$ cat config.mk
export PLATFORM = sky130hd
export DESIGN_NAME = counter_rr_scheduler
export DESIGN_NICKNAME = d
export VERILOG_FILES = /design/src/rtl/counter_rr_scheduler.sv
export SDC_FILE = /design/constraint.sdc
export NUM_CORES = 1
export LEC_CHECK = 0
export ABC_AREA = 0
export BUFFER_PORTS_ARGS = -buffer_cell sky130_fd_sc_hd__buf_2
export CORE_UTILIZATION = 50
export CTS_CLUSTER_DIAMETER = 50
export DETAILED_ROUTE_END_ITERATION = 12
export PLACE_DENSITY = 0.83
export SETUP_SLACK_MARGIN = 0.15
export SLEW_MARGIN = 40
export SYNTH_ARGS = -nofsm -noshare
export SYNTH_HDL_FRONTEND = slang
export SYNTH_SLANG_ARGS = --single-unit
$ cat constraint.sdc
create_clock -name clk -period 3.4 [get_ports clk]
set_clock_uncertainty 0.2 [all_clocks]
set_input_delay 0.17 -clock clk [delete_from_list [all_inputs] [get_ports clk]]
set_output_delay 0.17 -clock clk [all_outputs]
set_load 0.1 [all_outputs]
$ cat src/rtl/counter_rr_scheduler.sv
// Round-robin owner of a single shared Sync_counter: grants it to one requester,
// loads and clears it, then returns a one-cycle done pulse when it ends.
module counter_rr_scheduler #(
  parameter int NUM_REQ      = 4,
  parameter int counter_bits = 8
) (
  input  logic                            clk,
  input  logic                            nrst,
  input  logic [NUM_REQ-1:0]              req_i,
  input  logic [NUM_REQ*counter_bits-1:0] len_i,
  output logic [NUM_REQ-1:0]              grant_o,
  output logic [NUM_REQ-1:0]              done_o,
  output logic                            busy_o,
  output logic [counter_bits-1:0]         cnt_limit_o,
  output logic                            cnt_clr_o,
  input  logic                            cnt_end_i
);

  localparam int unsigned NR = NUM_REQ;
  localparam int unsigned IW = $clog2(NUM_REQ);
  localparam logic [IW-1:0] LAST_RST = IW'(NUM_REQ - 1);
  localparam logic [IW:0]   NREQ_W   = (IW+1)'(NUM_REQ);

  typedef enum logic [1:0] {
    IDLE = 2'd0,
    ARM  = 2'd1,
    RUN  = 2'd2,
    DONE = 2'd3
  } state_e;

  state_e                    state_q, state_d;
  logic [IW-1:0]             idx_q, idx_d;
  logic [IW-1:0]             last_q, last_d;
  logic [NUM_REQ-1:0]        grant_q, grant_d;
  logic [NUM_REQ-1:0]        done_q, done_d;
  logic                      busy_q, busy_d;
  logic [counter_bits-1:0]   cnt_limit_q, cnt_limit_d;
  logic                      cnt_clr_q, cnt_clr_d;

  logic [IW:0]               cand;
  logic [IW-1:0]             pick;
  logic                      pick_vld;
  logic [counter_bits-1:0]   pick_len;
  logic                      req_own;

  // Search last+1, last+2, ... wrapping at NUM_REQ; first set request wins.
  always_comb begin
    cand     = '0;
    pick     = '0;
    pick_vld = 1'b0;
    for (int unsigned k = 1; k <= NR; k++) begin
      cand = {1'b0, last_q} + (IW+1)'(k);
      if (cand >= NREQ_W) begin
        cand = cand - NREQ_W;
      end
      if (!pick_vld && req_i[cand[IW-1:0]]) begin
        pick_vld = 1'b1;
        pick     = cand[IW-1:0];
      end
    end
  end

  always_comb begin
    pick_len = '0;
    for (int unsigned i = 0; i < NR; i++) begin
      if (pick == IW'(i)) begin
        pick_len = len_i[i*counter_bits +: counter_bits];
      end
    end
  end

  assign req_own = req_i[idx_q];

  always_comb begin
    state_d     = state_q;
    idx_d       = idx_q;
    last_d      = last_q;
    grant_d     = grant_q;
    done_d      = '0;
    busy_d      = busy_q;
    cnt_limit_d = cnt_limit_q;
    cnt_clr_d   = cnt_clr_q;

    unique case (state_q)
      IDLE: begin
        grant_d   = '0;
        busy_d    = 1'b0;
        cnt_clr_d = 1'b1;
        if (pick_vld) begin
          state_d       = ARM;
          idx_d         = pick;
          grant_d[pick] = 1'b1;
          busy_d        = 1'b1;
          cnt_limit_d   = pick_len;
        end
      end

      ARM: begin
        if (!req_own) begin
          state_d   = IDLE;
          grant_d   = '0;
          busy_d    = 1'b0;
          cnt_clr_d = 1'b1;
          last_d    = idx_q;
        end else begin
          state_d   = RUN;
          cnt_clr_d = 1'b0;
        end
      end

      RUN: begin
        // End has priority over a simultaneous request drop.
        if (cnt_end_i) begin
          state_d       = DONE;
          grant_d       = '0;
          busy_d        = 1'b0;
          cnt_clr_d     = 1'b1;
          done_d[idx_q] = 1'b1;
          last_d        = idx_q;
        end else if (!req_own) begin
          state_d   = IDLE;
          grant_d   = '0;
          busy_d    = 1'b0;
          cnt_clr_d = 1'b1;
          last_d    = idx_q;
        end
      end

      DONE: begin
        state_d   = IDLE;
        grant_d   = '0;
        busy_d    = 1'b0;
        cnt_clr_d = 1'b1;
      end

      default: begin
        state_d   = IDLE;
        grant_d   = '0;
        busy_d    = 1'b0;
        cnt_clr_d = 1'b1;
      end
    endcase
  end

  always_ff @(posedge clk) begin
    if (!nrst) begin
      state_q     <= IDLE;
      idx_q       <= '0;
      last_q      <= LAST_RST;
      grant_q     <= '0;
      done_q      <= '0;
      busy_q      <= 1'b0;
      cnt_limit_q <= '0;
      cnt_clr_q   <= 1'b1;
    end else begin
      state_q     <= state_d;
      idx_q       <= idx_d;
      last_q      <= last_d;
      grant_q     <= grant_d;
      done_q      <= done_d;
      busy_q      <= busy_d;
      cnt_limit_q <= cnt_limit_d;
      cnt_clr_q   <= cnt_clr_d;
    end
  end

  assign grant_o     = grant_q;
  assign done_o      = done_q;
  assign busy_o      = busy_q;
  assign cnt_limit_o = cnt_limit_q;
  assign cnt_clr_o   = cnt_clr_q;

  a_grant_onehot: assert property (@(posedge clk) disable iff (!nrst) $onehot0(grant_q));
  a_done_onehot:  assert property (@(posedge clk) disable iff (!nrst) $onehot0(done_q));
  a_grant_done_excl: assert property (@(posedge clk) disable iff (!nrst)
                                      !((|grant_q) && (|done_q)));

endmodule

==> impl_metrics.yaml <==
outcome:
  status: "finished clean"
power_and_ir_drop:
  vdd_drop_max_v: 0.000324
  clkPwrFrac_pct: 15.7
  leakage_nw: 0.847
  power_density_nw_per_um2: 452
  p_total_mw: 0.834
  comb_power_share_pct: 44.2
  intPower_mw: 0.468
  swShare_pct: 43.9
  switching_power_mw: 0.366
  pwr-share-seq_pct: 40.0
final_layout:
  stdcell_area_sq_um: 1850
  utilization_pct: 73.8
  nNetsFinal: 274
  multiInputGateArea_sq_um: 786
  area_delta_synth_final_pct: 38.5
  drive_above_1_share_pct: 32.3
  diodes: 0
  seq_area_sq_um: 480
  fillers: 173
  fin_cells: 259
synth:
  muxShareOfSynthArea_pct: 7.04
  postSynthAreaPerCell_sq_um: 8.60
  ys_types: 40
  synth-simple-area-share_pct: 22.1
  synth_top_family_by_area: "compound AO/OA/AOI/OAI gates"
  yosysWarnings: 0
  synth-edff-count: 0
  synthesis.nets: 198
  synth_common_cells: "dfxtp_1, nand2_1, nor2_1"
  synth_xor_area_share_pct: 0
  synth_top_area_share_pct: 36.1
  synth_compound_area_share_pct: 26.1
  syn-cell-area_sq_um: 1330
  async_reset_ff_share_pct: 0
  synthMostInstantiatedCell: "dfxtp_1"
  synthCells: 155
  ys.flop_type: "dfxtp_1"
  yosysSeqAreaShare_pct: 36.1
  synthTopCellsByArea: "dfxtp_1, nand2_1, o221ai_1, mux2i_1, ha_1"
  synth-seq-cells: 24
  synth_largest_area_cell: "dfxtp_1"
  synthAdderAreaFrac_pct: 3.76
worst_setup_path:
  arrival_ps: 3000
  start_kind: "flip-flop"
  startpoint: "last_q[1]"
  end_kind: "flip-flop"
  path_cells: "nand2b_1 > a21boi_0 > nand2_1 > o22ai_1 > dlygate4sd3_1 > o21ai_1 > dlygate4sd3_1"
  critPathRequiredTime_ps: 3430
  crit_path_max_fanout: 12
  r2r-start: "last_q[1]"
  crit_type: "reg2reg"
  cp_slowest_cell: "dlygate4sd3_1"
  critical-path-max-stage-delay_ps: 590
  rr_worst_depth: 7
  crit_path_frequent_cell: "dlygate4sd3_1"
sta:
  rsz0062_at_grt: "no"
  setup_viol: 0
  worst_slew_pin_slew_ps: 742
  timing.final.max_slew_violations: 0
  final.setup.tns_ps: 0
  fin_hold_ws_ps: 7.80
  fin_ws_ps: 432
  finalHoldViolCount: 0
  slew_headroom_pct: 50.3
  min_period_ps: 2970
  max_freq_mhz: 337
  finalCritPeriodShare_pct: 87.3
clocking:
  cts_root_buf: "clkbuf_4"
  clock_latency_ps: 330
  h-tree-depth: 1
  clkSlewWorstSetupHoldPaths_ps: 140
  cts_tree: "yes"
  numCtsBuffers: 3
  cts.sinks: 24
  clock_path_buffers: 2
route:
  drtIter0Drc: 44
  ant_nets: 0
  drtPass1Iterations: 4
  wirelength_microns: 4080
  vias_per_cell: 5.87
  drc_errors: 0
  vias: 1520
  wire_per_inst_microns: 15.8
worst_hold_path:
  min_path_cells: 3
  min_from: "cnt_end_i"
  hold_class: "in2reg"
grt:
  grt_pass1_wl_microns: 6140
  grt.total_usage_pct: 30.3
  first_global_vias: 1435
  antenna_found_initial: 0
  grt_overflow: 0
  grt_max_degree: 13
placement:
  routabilityCongestion: 0.803
  dp_slack_ps: 1400
  port_buffers: 56
  hpwl_microns: 2530
  place_inst: 234
  placed_cell_area_sq_um: 1600
die:
  fp.dieArea_sq_um: 2880
  core-area_sq_um: 2500
  start_util_pct: 53.3
  fp-row-count: 18
  io_pins: 57
  fp.dieW_microns: 53.6
  die_h_microns: 53.6
run:
  drv_cap: 0
## power by group through the flow
stage                     combinational (mW)  sequential, mW  clock [mW]
final                                  0.369           0.334       0.131
after global placement                 0.317           0.337           0
after CTS                              0.360           0.333       0.131
after global routing                   0.388           0.339       0.143
after floorplan                        0.129           0.471           0
after detailed placement               0.325           0.339           0
## flip-flops by register name (all words and copies together), names as in the netlist
| register | cells |
|---|---|
| cnt_clr_o | 1 |
| last_q | 2 |
| busy_o | 1 |
| done_o | 4 |
| grant_o | 4 |
| cnt_limit_o | 8 |
| idx_q | 2 |
| state_q | 2 |
## final cells by class
cell class | count | area share (%)
clock buffers | 3 | 1.22
inverters | 5 | 1.02
multi-input cells | 119 | 42.6
flip-flops and latches | 24 | 26.0
well taps | 30 | 2.03
repair buffers | 78 | 27.1
## final timing paths
kind / slack (ps) / to
setup / recovery: 430 / cnt_limit_o[0]
hold / removal: 8 / done_o[0]
setup reg to reg: 430 / cnt_limit_o[0]
hold reg to reg: 260 / grant_o[2]
## layout by cell type, fill, tap and decap left out, types with 2 or more instances in the layout
cell | synthesis | routed
nand3_1 | 3 | 3
buf_2 | 2 | 56
dlygate4sd3_1 | 0 | 22
o22ai_1 | 6 | 6
inv_1 | 5 | 5
o21ai_0 | 6 | 6
nor2_1 | 13 | 13
nand2b_1 | 4 | 4
nor2b_1 | 7 | 7
nand2_1 | 23 | 23
mux2i_1 | 6 | 6
a21oi_1 | 6 | 6
clkbuf_4 | 0 | 3
a31oi_1 | 2 | 2
o221ai_1 | 7 | 7
ha_1 | 4 | 4
or2_2 | 2 | 2
dfxtp_1 | 24 | 24
o21ai_1 | 10 | 10
## metal layers
layer / vias to the layer above / GRT usage, % / wire length, microns
li1: 709 / - / -
met1: 702 / 33.2 / 1520
met2: 86 / 51.0 / 2110
met3: 23 / 6.78 / 262
met4: 0 / 21.9 / 191
met5: - / 0 / 0
## worst max-delay path, delay by kind of cell (launching register included)
family | cells | cell delay (ps)
AOI/OAI and AO/OA | 3 | 580
buffers and inverters | 2 | 1140
DFF | 1 | 560
and+or+nand+nor | 2 | 400
## logic make-up (layout without fill, tap and decap cells)
family,after synthesis,count (layout)
flops,24,24
simple gates,59,59
compound gates,48,48
buf+inv,12,86
mux,8,8
fa+ha+maj,4,4
## timing repair
action	4_1_cts	5_1_grt
hold buffers	22	0
resized for setup	0	0
hold endpoints to repair	12	0
setup buffers	0	0
Note: power is estimated with default switching activity, not from simulation.
